File: config.mk
export PLATFORM = sky130hd
export DESIGN_NAME = mem_lane_sequencer
export DESIGN_NICKNAME = d
export VERILOG_FILES = /design/src/rtl/mem_lane_sequencer.sv
export SDC_FILE = /design/constraint.sdc
export NUM_CORES = 1
export LEC_CHECK = 0
export ABC_CLOCK_PERIOD_IN_PS = 6740
export CORE_ASPECT_RATIO = 1.2
export CORE_MARGIN = 8
export CORE_UTILIZATION = 49
export CTS_BUF_LIST = sky130_fd_sc_hd__clkbuf_8
export DETAILED_ROUTE_END_ITERATION = 10
export PLACE_DENSITY = 0.79
export SLEW_MARGIN = 20
export SYNTH_ARGS = -nofsm -noshare
export SYNTH_HDL_FRONTEND = slang
export SYNTH_SLANG_ARGS = --single-unit
File: constraint.sdc
create_clock -name clk -period 6.74 [get_ports clk]
set_input_delay 1.011 -clock clk [delete_from_list [all_inputs] [get_ports clk]]
set_output_delay 1.011 -clock clk [all_outputs]
set_load 0.02 [all_outputs]
File: src/rtl/mem_lane_sequencer.sv
`default_nettype none
// ============================================================================
// Module   : mem_lane_sequencer
// Brief    : Serializes vector/scalar M-stage accesses onto a byte-wide
//            data memory port and stalls the pipeline until they finish.
// Revision : 1.0 - initial release
// ============================================================================
module mem_lane_sequencer #(
  parameter int LANES  = 8,
  parameter int LANE_W = 8,
  parameter int ADDR_W = 16
) (
  input  logic                    clk,
  input  logic                    reset,
  input  logic                    MemWrite_M,
  input  logic                    MemtoReg_M,
  input  logic                    is_vector_M,
  input  logic                    abort_M,
  input  logic [ADDR_W-1:0]       ALUResult_M,
  input  logic [LANES*LANE_W-1:0] store_data_M,
  output logic                    mem_req,
  output logic                    mem_we,
  output logic [ADDR_W-1:0]       mem_addr,
  output logic [LANE_W-1:0]       mem_wdata,
  input  logic                    mem_gnt,
  input  logic [LANE_W-1:0]       mem_rdata,
  output logic                    stall_M,
  output logic [LANES*LANE_W-1:0] load_data,
  output logic                    load_valid,
  output logic                    busy
);

  localparam int c_IDX_W = $clog2(LANES + 1);
  localparam int c_SEL_W = (LANES > 1) ? $clog2(LANES) : 1;

  localparam logic [2:0] c_ST_IDLE  = 3'd0;
  localparam logic [2:0] c_ST_STORE = 3'd1;
  localparam logic [2:0] c_ST_LOAD  = 3'd2;
  localparam logic [2:0] c_ST_LWAIT = 3'd3;
  localparam logic [2:0] c_ST_DONE  = 3'd4;

  logic [2:0]              r_state;
  logic [2:0]              w_state_next;
  logic [c_IDX_W-1:0]      r_index;
  logic [c_IDX_W-1:0]      r_count;
  logic [ADDR_W-1:0]       r_base;
  logic [LANES*LANE_W-1:0] r_store_data;
  logic [LANES*LANE_W-1:0] r_acc;
  logic [LANES*LANE_W-1:0] w_acc_next;
  logic [LANES*LANE_W-1:0] r_load_data;
  logic                    r_is_load;
  logic                    r_cap_pending;
  logic [c_SEL_W-1:0]      r_cap_sel;
  logic [c_SEL_W-1:0]      w_sel;
  logic                    w_start;
  logic                    w_last;
  logic                    w_active;
  logic [LANE_W-1:0]       w_lane [LANES];

  generate
    for (genvar g = 0; g < LANES; g++) begin : g_lane
      assign w_lane[g] = r_store_data[g*LANE_W +: LANE_W];
    end
  endgenerate

  // Start is gated by reset so every output reads 0 while reset is held.
  assign w_start  = !reset && (r_state == c_ST_IDLE) &&
                    (MemWrite_M || MemtoReg_M) && !abort_M;
  assign w_sel    = r_index[c_SEL_W-1:0];
  assign w_last   = (r_index == (r_count - c_IDX_W'(1)));
  assign w_active = (r_state == c_ST_STORE) || (r_state == c_ST_LOAD);

  always_comb begin
    w_state_next = r_state;
    case (r_state)
      c_ST_IDLE:  if (w_start) w_state_next = MemWrite_M ? c_ST_STORE : c_ST_LOAD;
      c_ST_STORE: if (mem_gnt && w_last) w_state_next = c_ST_DONE;
      c_ST_LOAD:  if (mem_gnt && w_last) w_state_next = c_ST_LWAIT;
      c_ST_LWAIT: w_state_next = c_ST_DONE;
      c_ST_DONE:  w_state_next = c_ST_IDLE;
      default:    w_state_next = c_ST_IDLE;
    endcase
  end

  // Read data arrives one cycle after its grant; merge it into the lane
  // remembered from that grant.
  always_comb begin
    w_acc_next = r_acc;
    if (r_cap_pending) begin
      w_acc_next[r_cap_sel*LANE_W +: LANE_W] = mem_rdata;
    end
  end

  always_ff @(posedge clk or posedge reset) begin
    if (reset) begin
      r_state       <= c_ST_IDLE;
      r_index       <= '0;
      r_count       <= '0;
      r_base        <= '0;
      r_store_data  <= '0;
      r_acc         <= '0;
      r_load_data   <= '0;
      r_is_load     <= 1'b0;
      r_cap_pending <= 1'b0;
      r_cap_sel     <= '0;
    end else begin
      r_state       <= w_state_next;
      r_cap_pending <= (r_state == c_ST_LOAD) && mem_gnt;
      r_cap_sel     <= w_sel;
      if (w_start) begin
        r_base       <= ALUResult_M;
        r_store_data <= store_data_M;
        r_count      <= is_vector_M ? c_IDX_W'(LANES) : c_IDX_W'(1);
        r_is_load    <= !MemWrite_M;
        r_index      <= '0;
        r_acc        <= '0;
      end else begin
        r_acc <= w_acc_next;
        if (w_active && mem_gnt) begin
          r_index <= w_last ? '0 : r_index + c_IDX_W'(1);
        end
      end
      if (r_state == c_ST_LWAIT) begin
        r_load_data <= w_acc_next;
      end
    end
  end

  assign mem_req    = w_active;
  assign mem_we     = (r_state == c_ST_STORE);
  assign mem_addr   = w_active ? (r_base + ADDR_W'(r_index)) : '0;
  assign mem_wdata  = (r_state == c_ST_STORE) ? w_lane[w_sel] : '0;
  assign stall_M    = w_start || w_active || (r_state == c_ST_LWAIT);
  assign load_valid = (r_state == c_ST_DONE) && r_is_load;
  assign load_data  = r_load_data;
  assign busy       = (r_state != c_ST_IDLE);

endmodule
`default_nettype wire

==> run summary <==
Root Buffer = clkbuf_8
crit start category = flip-flop
final net count = 1,250
CP delay by family, top = flip-flops
number of synthesized flops with an enable pin = 0
ant diodes = 0
Final Hold Viols = 0
I/O pin cnt = 188
required time of the critical path = 5.73 ns
Die Ht = 170 µm
Total GRT Usage = 20.1%
FF+latch count, synth = 222
number of CTS-inserted buffers = 35
Area contributors post-synth = dfrtp_1 57%, nand2_1 12%, mux2i_1 7.8%, mux4_2 3.7%, o21ai_0 3.6%
commonest non-fill, non-tap cell in the layout = nand2_1
ratio of cells with drive above 1 in the final layout = 7.17%
first-pass GRT wire length = 39,400 µm
Distinct cells, synth = 50
Main synth FF type = dfrtp_1
clock sinks = 222
leakage power = 0.00622 µW
syn nets = 1,078
IO buf count = 187
most frequent cells in the layout = 315 x nand2_1, 222 x dfrtp_1, 187 x clkdlybuf4s50_1
Hold Path Class = reg -> reg
WS Path Type = reg -> out
Worst Path Arrival = 3.77 ns
cell taking the most area after synthesis = dfrtp_1
met1 GRT Util = 24.1%
power density over cell area = 434 mW/mm²
crit-path cells = inv_1 -> fa_1 -> nor2b_1 -> o21ai_1 -> a2111o_1 -> o21ai_0 -> clkdlybuf4s50_1
critical path peak fanout = 24
final instance area = 0.0124 mm²
H-tree Lvls = 2
RSZ-0062 raised after global routing = false
total iterations of the first detailed-routing run = 4
average wire per standard cell = 16.5 µm
worst rel slew slack = 30.8%
dpl cell area = 0.0117 mm²
Die ar. = 0.0245 mm²
# Max-Cap Violations = 0
GR Overflow Total = 0
Slew Viols, Final = 0
initial antenna violation count = 0
Post-DRT Antenna Nets = 0
Synth Area per Inst = 9.92 µm²
post-route setup TNS = 0 ns
maximum vdd ir drop = 0.000221 V
final setup fails = 0
DP HPWL = 16,600 µm
top cell type's share of synthesized area = 57.5%
Synth async-reset ratio = 100%
met3 usage = 5.80%
outcome = finished, final reports clean
Largest stage delay, worst path = 1.01 ns
fin crit period = 4.78 ns
Rows = 56
GR peak layer = met2
synthesized area = 0.00966 mm²
cells after synthesis = 974
Vias = 7,409
initial drt markers = 389
DRC = 0
Post-CTS Resized = 0
GPL Wtd Cong = 0.796
CP bufs+invs = 2
Seq/Total Area, Yosys = 57.5%
fmax = 209 MHz
Worst-path clk slew = 0.06 ns
Final Cycle Share = 70.9%
CP max stage cell = dfrtp_1
pin count of the biggest net entering global routing = 129
GRT met2 Usage = 34.0%
area grow syn2layout = 28.4%
Via density = 5.17
core area = 0.0195 mm²
synthesis warning total = 0
clk_skew = 0.0112 ns
initial core utilization = 49.6%
drt total wl = 23,700 µm
DP Worst Slack = 2.46 ns
fillers = 1,678
clk buf depth = 3
CTS tree = done
Post-CTS Setup Repair Bufs = 0
hold_buf cts = 0
Clk Latency, worst-skew pair = 0.51 ns
final setup margin = 1.96 ns
Crit. End Element = output pin
Worst Max-Slew Pin Slew = 1.04 ns
vias in the first global route = 7,813
Die X = 144 µm
==> cell families (layout without fill, tap and decap cells) <==
group	Yosys count	in the layout	synth area share, %
compound gates	110	110	6.23
xor+xnor	2	2	0.181
fa+ha+maj	9	9	1.24
buf+inv	75	272	3.29
flops	222	222	57.5
mux	92	92	11.6
simple gates	464	464	20.0
==> synth_stat cells, drive strengths merged, types with 3 or more instances <==
cell	instances
inv	13
or3	9
ha	8
nand3	10
mux2i	75
nand4	3
buf	20
clkbuf	40
and2	17
o21ai	78
nand2	315
or4	3
nor3	7
a21oi	17
nor2	81
mux4	16
dfrtp	222
and4	3
==> routing by layer <==
layer,vias up,wire length [µm]
li1,3559,-
met1,3579,9520
met2,225,11700
met3,46,1830
met4,0,636
met5,-,0
==> worst min-delay path: stages, from the launching register on <==
cell and delay, ns:
dfrtp_1 0.34, nand2_1 0.05, nand2_1 0.05
==> metrics by stage <==
stage / instances / utilization (%) / hold WS (ns) / total power [µW]
floorplan: 974 / - / 0.430 / 3340
global placement: 1370 / 59.9 / 0.453 / 4210
detailed placement: 1370 / 59.9 / 0.458 / 4290
CTS: 1432 / 63.6 / 0.474 / 5460
global route: 1432 / 63.7 / 0.499 / 5750
finish: 1432 / 63.7 / 0.473 / 5390
==> worst paths after layout <==
| path | start | endpoint | slack, ns | depth (start not counted) |
|---|---|---|---|---|
| max | r_index[1] | mem_addr[6] | 1.96 | 7 |
| min | r_store_data[9] | r_store_data[9] | 0.47 | 2 |
| min in group asynchronous | reset | load_data[2] | 0.87 | 2 |
| max in group asynchronous | reset | load_data[36] | 4.61 | 3 |
| min reg2reg | r_store_data[9] | r_store_data[9] | 0.47 | 2 |
| max reg2reg | r_cap_sel[0] | load_data[61] | 3.78 | 7 |
==> flip-flops by register name, indices dropped and copies added, names as in the netlist <==
register       count
r_store_data      64
load_data         64
r_acc             64
r_count            2
r_cap_pending      1
r_index            4
r_cap_sel          3
r_base            16
r_is_load          1
r_state            3
==> power breakdown <==
group	internal [µW]	total, µW	switching [µW]
clock	635	1150	516
sequential	1800	2120	323
combinational	968	2120	1150
total	3400	5390	1990
==> final cells by class <==
class / count / area, µm² / share of cell area (%)
Timing Repair Buffer: 195 / 1940 / 15.6
Clock inverter: 14 / 65.1 / 0.524
Multi-Input combinational cell: 677 / 3800 / 30.6
Inverter: 15 / 60.1 / 0.484
Clock buffer: 48 / 661 / 5.33
Tap cell: 261 / 327 / 2.63
Sequential cell: 222 / 5560 / 44.8
Power figures use the tool's default switching activity.
